<file path="src/rtl/typed_arb_pkg.sv">
// Shared types and wrap arithmetic for the typed round-robin arbiter.
// The burst-lock option (ARB_BURST_LOCK_EN) uses arb_state_t.
package typed_arb_pkg;

    typedef logic [32-1:0] arb_data_t;

    typedef enum logic {
        IDLE   = 1'b0,
        LOCKED = 1'b1
    } arb_state_t;

    // Index that follows ptr in a ring of n requesters.
    function automatic int unsigned rr_next(input int unsigned ptr, input int unsigned n);
        return (ptr + 1 >= n) ? 0 : ptr + 1;
    endfunction

endpackage

</file>
<file path="src/rtl/typed_arb_rr_pick.sv">
// Combinational round-robin pick: first set mask bit at or after the pointer,
// found by scanning the mask concatenated with itself.
module typed_arb_rr_pick #(
    parameter int N = 4
) (
    input  logic [N-1:0]         i_mask,
    input  logic [$clog2(N)-1:0] i_ptr,
    output logic [N-1:0]         o_gnt,
    output logic [$clog2(N)-1:0] o_idx,
    output logic                 o_any
);

    localparam int ID_W = $clog2(N);

    logic [2*N-1:0] dbl;
    logic [ID_W:0]  pos;

    always_comb begin
        dbl   = {i_mask, i_mask};
        o_any = 1'b0;
        pos   = '0;
        // Descending scan so the lowest position inside the window wins.
        for (int i = 2*N-1; i >= 0; i--) begin
            if (dbl[i] && (i >= int'(i_ptr)) && (i < int'(i_ptr) + N)) begin
                o_any = 1'b1;
                pos   = (ID_W+1)'(i);
            end
        end
        if (pos >= (ID_W+1)'(N)) begin
            o_idx = ID_W'(pos - (ID_W+1)'(N));
        end else begin
            o_idx = pos[ID_W-1:0];
        end
        o_gnt = '0;
        if (o_any) begin
            o_gnt[o_idx] = 1'b1;
        end
    end

endmodule

</file>
<file path="src/rtl/typed_rr_arbiter.sv">
// N-way round-robin arbiter with a registered output beat and saturating beat counter.
// Define ARB_BURST_LOCK_EN to hold the grant on one requester until its last beat.
module typed_rr_arbiter
    import typed_arb_pkg::*;
#(
    parameter int  N     = 4,
    parameter type T     = arb_data_t,
    parameter int  CNT_W = 16
) (
    input  logic                 i_clk,
    input  logic                 i_rst,
    input  logic [N-1:0]         i_req_valid,
    input  T                     i_req_data [N],
    input  logic [N-1:0]         i_req_last,
    output logic [N-1:0]         o_req_ready,
    output logic                 o_gnt_valid,
    output T                     o_gnt_data,
    output logic [$clog2(N)-1:0] o_gnt_id,
    input  logic                 i_gnt_ready,
    output logic [CNT_W-1:0]     o_gnt_count
);

    localparam int ID_W = $clog2(N);

    // Handshake: a beat moves on any side only in a cycle where valid and ready are both high.
    // Requesters hold valid/data until ready; the consumer sees a beat whenever o_gnt_valid is set.

    logic            gnt_valid_q, gnt_valid_d;
    T                gnt_data_q,  gnt_data_d;
    logic [ID_W-1:0] gnt_id_q,    gnt_id_d;
    logic [ID_W-1:0] ptr_q,       ptr_d;
    logic [CNT_W-1:0] cnt_q,      cnt_d;

    logic            load;
    logic            accept;
    logic [N-1:0]    elig;
    logic [N-1:0]    pick_gnt;
    logic [ID_W-1:0] pick_idx;
    logic            pick_any;

`ifdef ARB_BURST_LOCK_EN
    arb_state_t      state_q, state_d;
    logic [ID_W-1:0] owner_q, owner_d;
`else
    logic            unused_last;
    assign unused_last = ^i_req_last;
`endif

    typed_arb_rr_pick #(.N(N)) u_pick (
        .i_mask (elig),
        .i_ptr  (ptr_q),
        .o_gnt  (pick_gnt),
        .o_idx  (pick_idx),
        .o_any  (pick_any)
    );

    always_comb begin
        load = !gnt_valid_q || i_gnt_ready;
        elig = i_req_valid;
`ifdef ARB_BURST_LOCK_EN
        // A locked burst excludes everyone else, even while the owner is idle.
        if (state_q == LOCKED) begin
            elig = i_req_valid & (N'(1) << owner_q);
        end
`endif
    end

    always_comb begin
        accept      = load && pick_any;
        o_req_ready = (accept && !i_rst) ? pick_gnt : '0;

        gnt_valid_d = gnt_valid_q;
        gnt_data_d  = gnt_data_q;
        gnt_id_d    = gnt_id_q;
        ptr_d       = ptr_q;
        cnt_d       = cnt_q;
`ifdef ARB_BURST_LOCK_EN
        state_d     = state_q;
        owner_d     = owner_q;
`endif

        if (load) begin
            gnt_valid_d = pick_any;
        end

        if (accept) begin
            gnt_data_d = i_req_data[pick_idx];
            gnt_id_d   = pick_idx;
`ifdef ARB_BURST_LOCK_EN
            if (i_req_last[pick_idx]) begin
                ptr_d   = ID_W'(rr_next(32'(pick_idx), N));
                state_d = IDLE;
            end else begin
                state_d = LOCKED;
                owner_d = pick_idx;
            end
`else
            ptr_d = ID_W'(rr_next(32'(pick_idx), N));
`endif
        end

        if (gnt_valid_q && i_gnt_ready && (cnt_q != {CNT_W{1'b1}})) begin
            cnt_d = cnt_q + 1'b1;
        end
    end

    always_ff @(posedge i_clk or posedge i_rst) begin
        if (i_rst) begin
            gnt_valid_q <= 1'b0;
            gnt_data_q  <= '0;
            gnt_id_q    <= '0;
            ptr_q       <= '0;
            cnt_q       <= '0;
        end else begin
            gnt_valid_q <= gnt_valid_d;
            gnt_data_q  <= gnt_data_d;
            gnt_id_q    <= gnt_id_d;
            ptr_q       <= ptr_d;
            cnt_q       <= cnt_d;
        end
    end

`ifdef ARB_BURST_LOCK_EN
    always_ff @(posedge i_clk or posedge i_rst) begin
        if (i_rst) begin
            state_q <= IDLE;
            owner_q <= '0;
        end else begin
            state_q <= state_d;
            owner_q <= owner_d;
        end
    end
`endif

    assign o_gnt_valid = gnt_valid_q;
    assign o_gnt_data  = gnt_data_q;
    assign o_gnt_id    = gnt_id_q;
    assign o_gnt_count = cnt_q;

endmodule

</file>
<file path="config.mk">
export PLATFORM = sky130hd
export DESIGN_NAME = typed_rr_arbiter
export DESIGN_NICKNAME = d
export VERILOG_FILES = /design/src/rtl/typed_arb_pkg.sv /design/src/rtl/typed_arb_rr_pick.sv /design/src/rtl/typed_rr_arbiter.sv
export SDC_FILE = /design/constraint.sdc
export NUM_CORES = 1
export LEC_CHECK = 0
export BUFFER_PORTS_ARGS = -buffer_cell sky130_fd_sc_hd__buf_2
export CORE_ASPECT_RATIO = 1.5
export CORE_MARGIN = 8
export CORE_UTILIZATION = 25
export CTS_BUF_LIST = sky130_fd_sc_hd__clkbuf_4 sky130_fd_sc_hd__clkbuf_8 sky130_fd_sc_hd__clkbuf_16
export CTS_CLUSTER_DIAMETER = 60
export DETAILED_ROUTE_END_ITERATION = 8
export PLACE_DENSITY = 0.58
export SLEW_MARGIN = 20
export SYNTH_ARGS = -nofsm -noshare
export SYNTH_HDL_FRONTEND = slang
export SYNTH_SLANG_ARGS = --single-unit
</file>
<file path="constraint.sdc">
create_clock -name i_clk -period 2.1 [get_ports i_clk]
set_input_delay 0.21 -clock i_clk [delete_from_list [all_inputs] [get_ports i_clk]]
set_output_delay 0.21 -clock i_clk [all_outputs]
set_load 0.01 [all_outputs]
</file>
==> flow_summary.json <==
{
  "cap_violations": 0,
  "area_growth_pct": 45.22,
  "routed_via_density": 4.709,
  "slowest_delay_ns": 0.42,
  "path_class": "reg2out",
  "ys_warn_count": 0,
  "io_buffers": 189,
  "r2r_start": "ptr_q[0]",
  "synth_fp_nets": 433,
  "die_w_um": 106.4,
  "vdd_drop_max_v": 0.0005965,
  "finalHoldViolCount": 0,
  "grt_start_max_net_pins": 42,
  "antenna_found_initial": 0,
  "numCtsBuffers": 5,
  "leakage_nw": 2.366,
  "min_period_ns": 1.999,
  "clk_latency_ns": 0.29,
  "ctsRootBufferMaster": "clkbuf_16",
  "crit_family": "compound AO/OA/AOI/OAI gates",
  "path_cells": "a21oi_1 -> o32ai_2 -> inv_1 -> ha_1 -> nor3b_2 -> buf_2",
  "synth_edf_count": 0,
  "final.setup_skew_ns": 0.008057,
  "holdWs_ns": 0.03232,
  "drv_slew": 0,
  "avgSynthCellArea_um2": 10.61,
  "top_level_ports": 194,
  "cts_sinks": 53,
  "num_rows": 49,
  "startpoint": "ptr_q[1]",
  "final_common_cell": "buf_2",
  "globalRouteOverflowTotal": 0,
  "clockBufferDepth": 2,
  "setup_viol": 0,
  "first_global_vias": 3272,
  "status": "finished, final reports clean",
  "worstHoldPathType": "in2async",
  "setup_ws_ns": 0.1007,
  "relSlewSlack": 0.5953,
  "antenna_left": 0,
  "setup.worst_path.end_class": "primary output",
  "seqPwrFrac": 0.347,
  "swShare": 0.3618,
  "clkPwrFrac": 0.209,
  "p_int_mw": 2.964,
  "crit_buf_inv": 2,
  "dr.pass1.iters": 4,
  "floorplan.die_area_mm2": 0.01613,
  "clk_pin_slew_ns": 0.07,
  "grt_pass1_wl_um": 15900,
  "die_h_um": 151.6,
  "grtUsageTotal": 0.1236,
  "fillCellCount": 1244,
  "n_antenna_cell": 0,
  "mostFrequentLayoutCells": "189 x buf_2, 64 x mux2i_1, 52 x dfrtp_1",
  "fmax_ghz": 0.5002,
  "reg2reg_slack_ns": 0.24,
  "reg2reg_to": "o_gnt_data[7]",
  "dpl_worst_slack_ns": 0.1884,
  "crit_required_ns": 1.89,
  "synth_area_mm2": 0.003065,
  "comb_power_share": 0.444,
  "crit_path_end": "o_req_ready[3]",
  "gp_congestion": 0.7539,
  "drt_iter0_drc": 99,
  "hold_buffers": 0,
  "p_per_area_mw_per_mm2": 1043,
  "wirelength_um": 10340,
  "cts_tree": "done",
  "syn_inst": 289,
  "finalCritPeriodShare": 0.9520,
  "drt-wirelength-per-cell_um": 16.28,
  "core_area_mm2": 0.01196,
  "synth.distinct_cells": 34,
  "place_hpwl_um": 8245,
  "crit_fanout": 5,
  "async_reset_ff_frac": 1.000,
  "finalPower_mw": 4.644,
  "p_sw_mw": 1.680,
  "worst_slew_pin_slew_ns": 0.6062,
  "vias": 2990,
  "nets": 625,
  "reg2regPathDepth": 7,
  "drc_errors": 0,
  "ys_seq_elements": 53,
  "ys.flop_type": "dfrtp_1",
  "cts-htree-levels": 2,
  "drive_above_1_share": 0.4585,
  "synth_seq_area_share": 0.4327,
  "cp.depth": 6,
  "worst_setup_path_start_kind": "flip-flop",
  "arrival_ns": 1.79,
  "start_util": 0.2564,
  "cp_slowest_cell": "dfrtp_2"
}
-- cells in the mapped netlist, types with 2 or more instances --
library cell | instances | share of area
a21oi_1 | 7 | 0.011
a31oi_1 | 4 | 0.0082
and3_1 | 2 | 0.0041
buf_2 | 9 | 0.015
buf_6 | 4 | 0.015
clkbuf_1 | 5 | 0.0061
dfrtp_1 | 53 | 0.43
ha_1 | 5 | 0.020
inv_1 | 6 | 0.0073
mux2_2 | 2 | 0.0073
mux2i_1 | 64 | 0.21
nand2_1 | 38 | 0.047
nand2b_1 | 5 | 0.010
nand3_1 | 7 | 0.011
nand4_1 | 5 | 0.010
nor2_1 | 12 | 0.015
nor3b_1 | 4 | 0.0098
o221ai_1 | 32 | 0.091
xnor2_1 | 8 | 0.023
xor2_1 | 3 | 0.0086
-- kinds of logic (layout without fill, tap and decap cells) --
family,Yosys count,after routing,share of synthesized area
AND/OR/NAND/NOR,80,80,0.1225
multiplexers,66,66,0.2163
flip-flops,53,53,0.4327
AO/OA/AOI/OAI,49,49,0.1314
buffers and inverters,25,218,0.04531
XOR/XNOR,11,11,0.03143
adder cells (fa/ha/maj),5,5,0.02041
-- repair_timing --
| item | 4_1_cts | 5_1_grt |
|---|---|---|
| pin swaps | 2 | 1 |
| resized for setup | 0 | 2 |
| buffers inserted | 2 | 1 |
| endpoints found under the setup margin | 4 | 2 |
| hold endpoints to repair | 0 | 0 |
| cloned | 0 | 0 |
-- routing by layer --
metal | global-route usage | wire length [µm] | up-vias | share of wire
met1 | 0.1275 | 3871 | 1388 | 0.37
li1 | - | - | 1461 | -
met4 | 0.05088 | 243 | 0 | 0.024
met3 | 0.03599 | 700 | 14 | 0.068
met2 | 0.2282 | 5524 | 127 | 0.53
met5 | 0 | 0 | - | 0
-- power by group through the flow --
stage          Sequential [mW]  Combinational [mW]  Clock, mW
2_1_floorplan             1.75                1.12          0
3_3_place_gp              1.61                2.03          0
3_5_place_dp              1.61                2.08          0
4_1_cts                   1.61                2.10       1.02
5_1_grt                   1.66                2.25       1.06
6_report                  1.61                2.06      0.973
-- worst register-to-register path, cell delays in order, from the launching register on --
cell,delay [ns]
dfrtp_1,0.42
nand2b_1,0.16
a21oi_1,0.20
a211o_4,0.16
buf_4,0.14
buf_12,0.22
mux2i_1,0.30
o221ai_1,0.14
-- through the flow --
| step | cell area [µm²] | utilization | cells | TNS [ns] |
|---|---|---|---|---|
| floorplan | 3065 | - | 289 | 0 |
| global placement | 4247 | 0.3552 | 624 | 0 |
| detailed placement | 4247 | 0.3552 | 624 | 0 |
| CTS | 4438 | 0.3712 | 634 | 0 |
| global route | 4452 | 0.3724 | 635 | -0.003681 |
| finish | 4452 | 0.3724 | 635 | 0 |
-- flip-flops by register name, summed over array words and instances (netlist names) --
name / count
o_gnt_id: 2
o_gnt_count: 16
ptr_q: 2
o_gnt_valid: 1
o_gnt_data: 32
-- final cells by class --
| type | instances | area, µm² | share of cell area |
|---|---|---|---|
| flip-flops and latches | 53 | 1328 | 0.2982 |
| repair buffers | 204 | 1109 | 0.2490 |
| clock inverters | 1 | 30.03 | 0.006745 |
| clock buffers | 7 | 146.4 | 0.03288 |
| well taps | 153 | 191.4 | 0.04300 |
| multi-input cells | 211 | 1625 | 0.3651 |
| inverters | 6 | 22.52 | 0.005059 |
-- how the worst min path moves through the flow --
stage | end | slack, ns
final | o_gnt_id[0] | 0.03
after global routing | o_gnt_id[0] | 0.07
after CTS | o_gnt_id[0] | 0.03
after detailed placement | o_gnt_data[18] | 0.36
after global placement | o_gnt_id[0] | 0.35
after floorplan | o_gnt_valid | 0.33
Power figures use the tool's default switching activity.
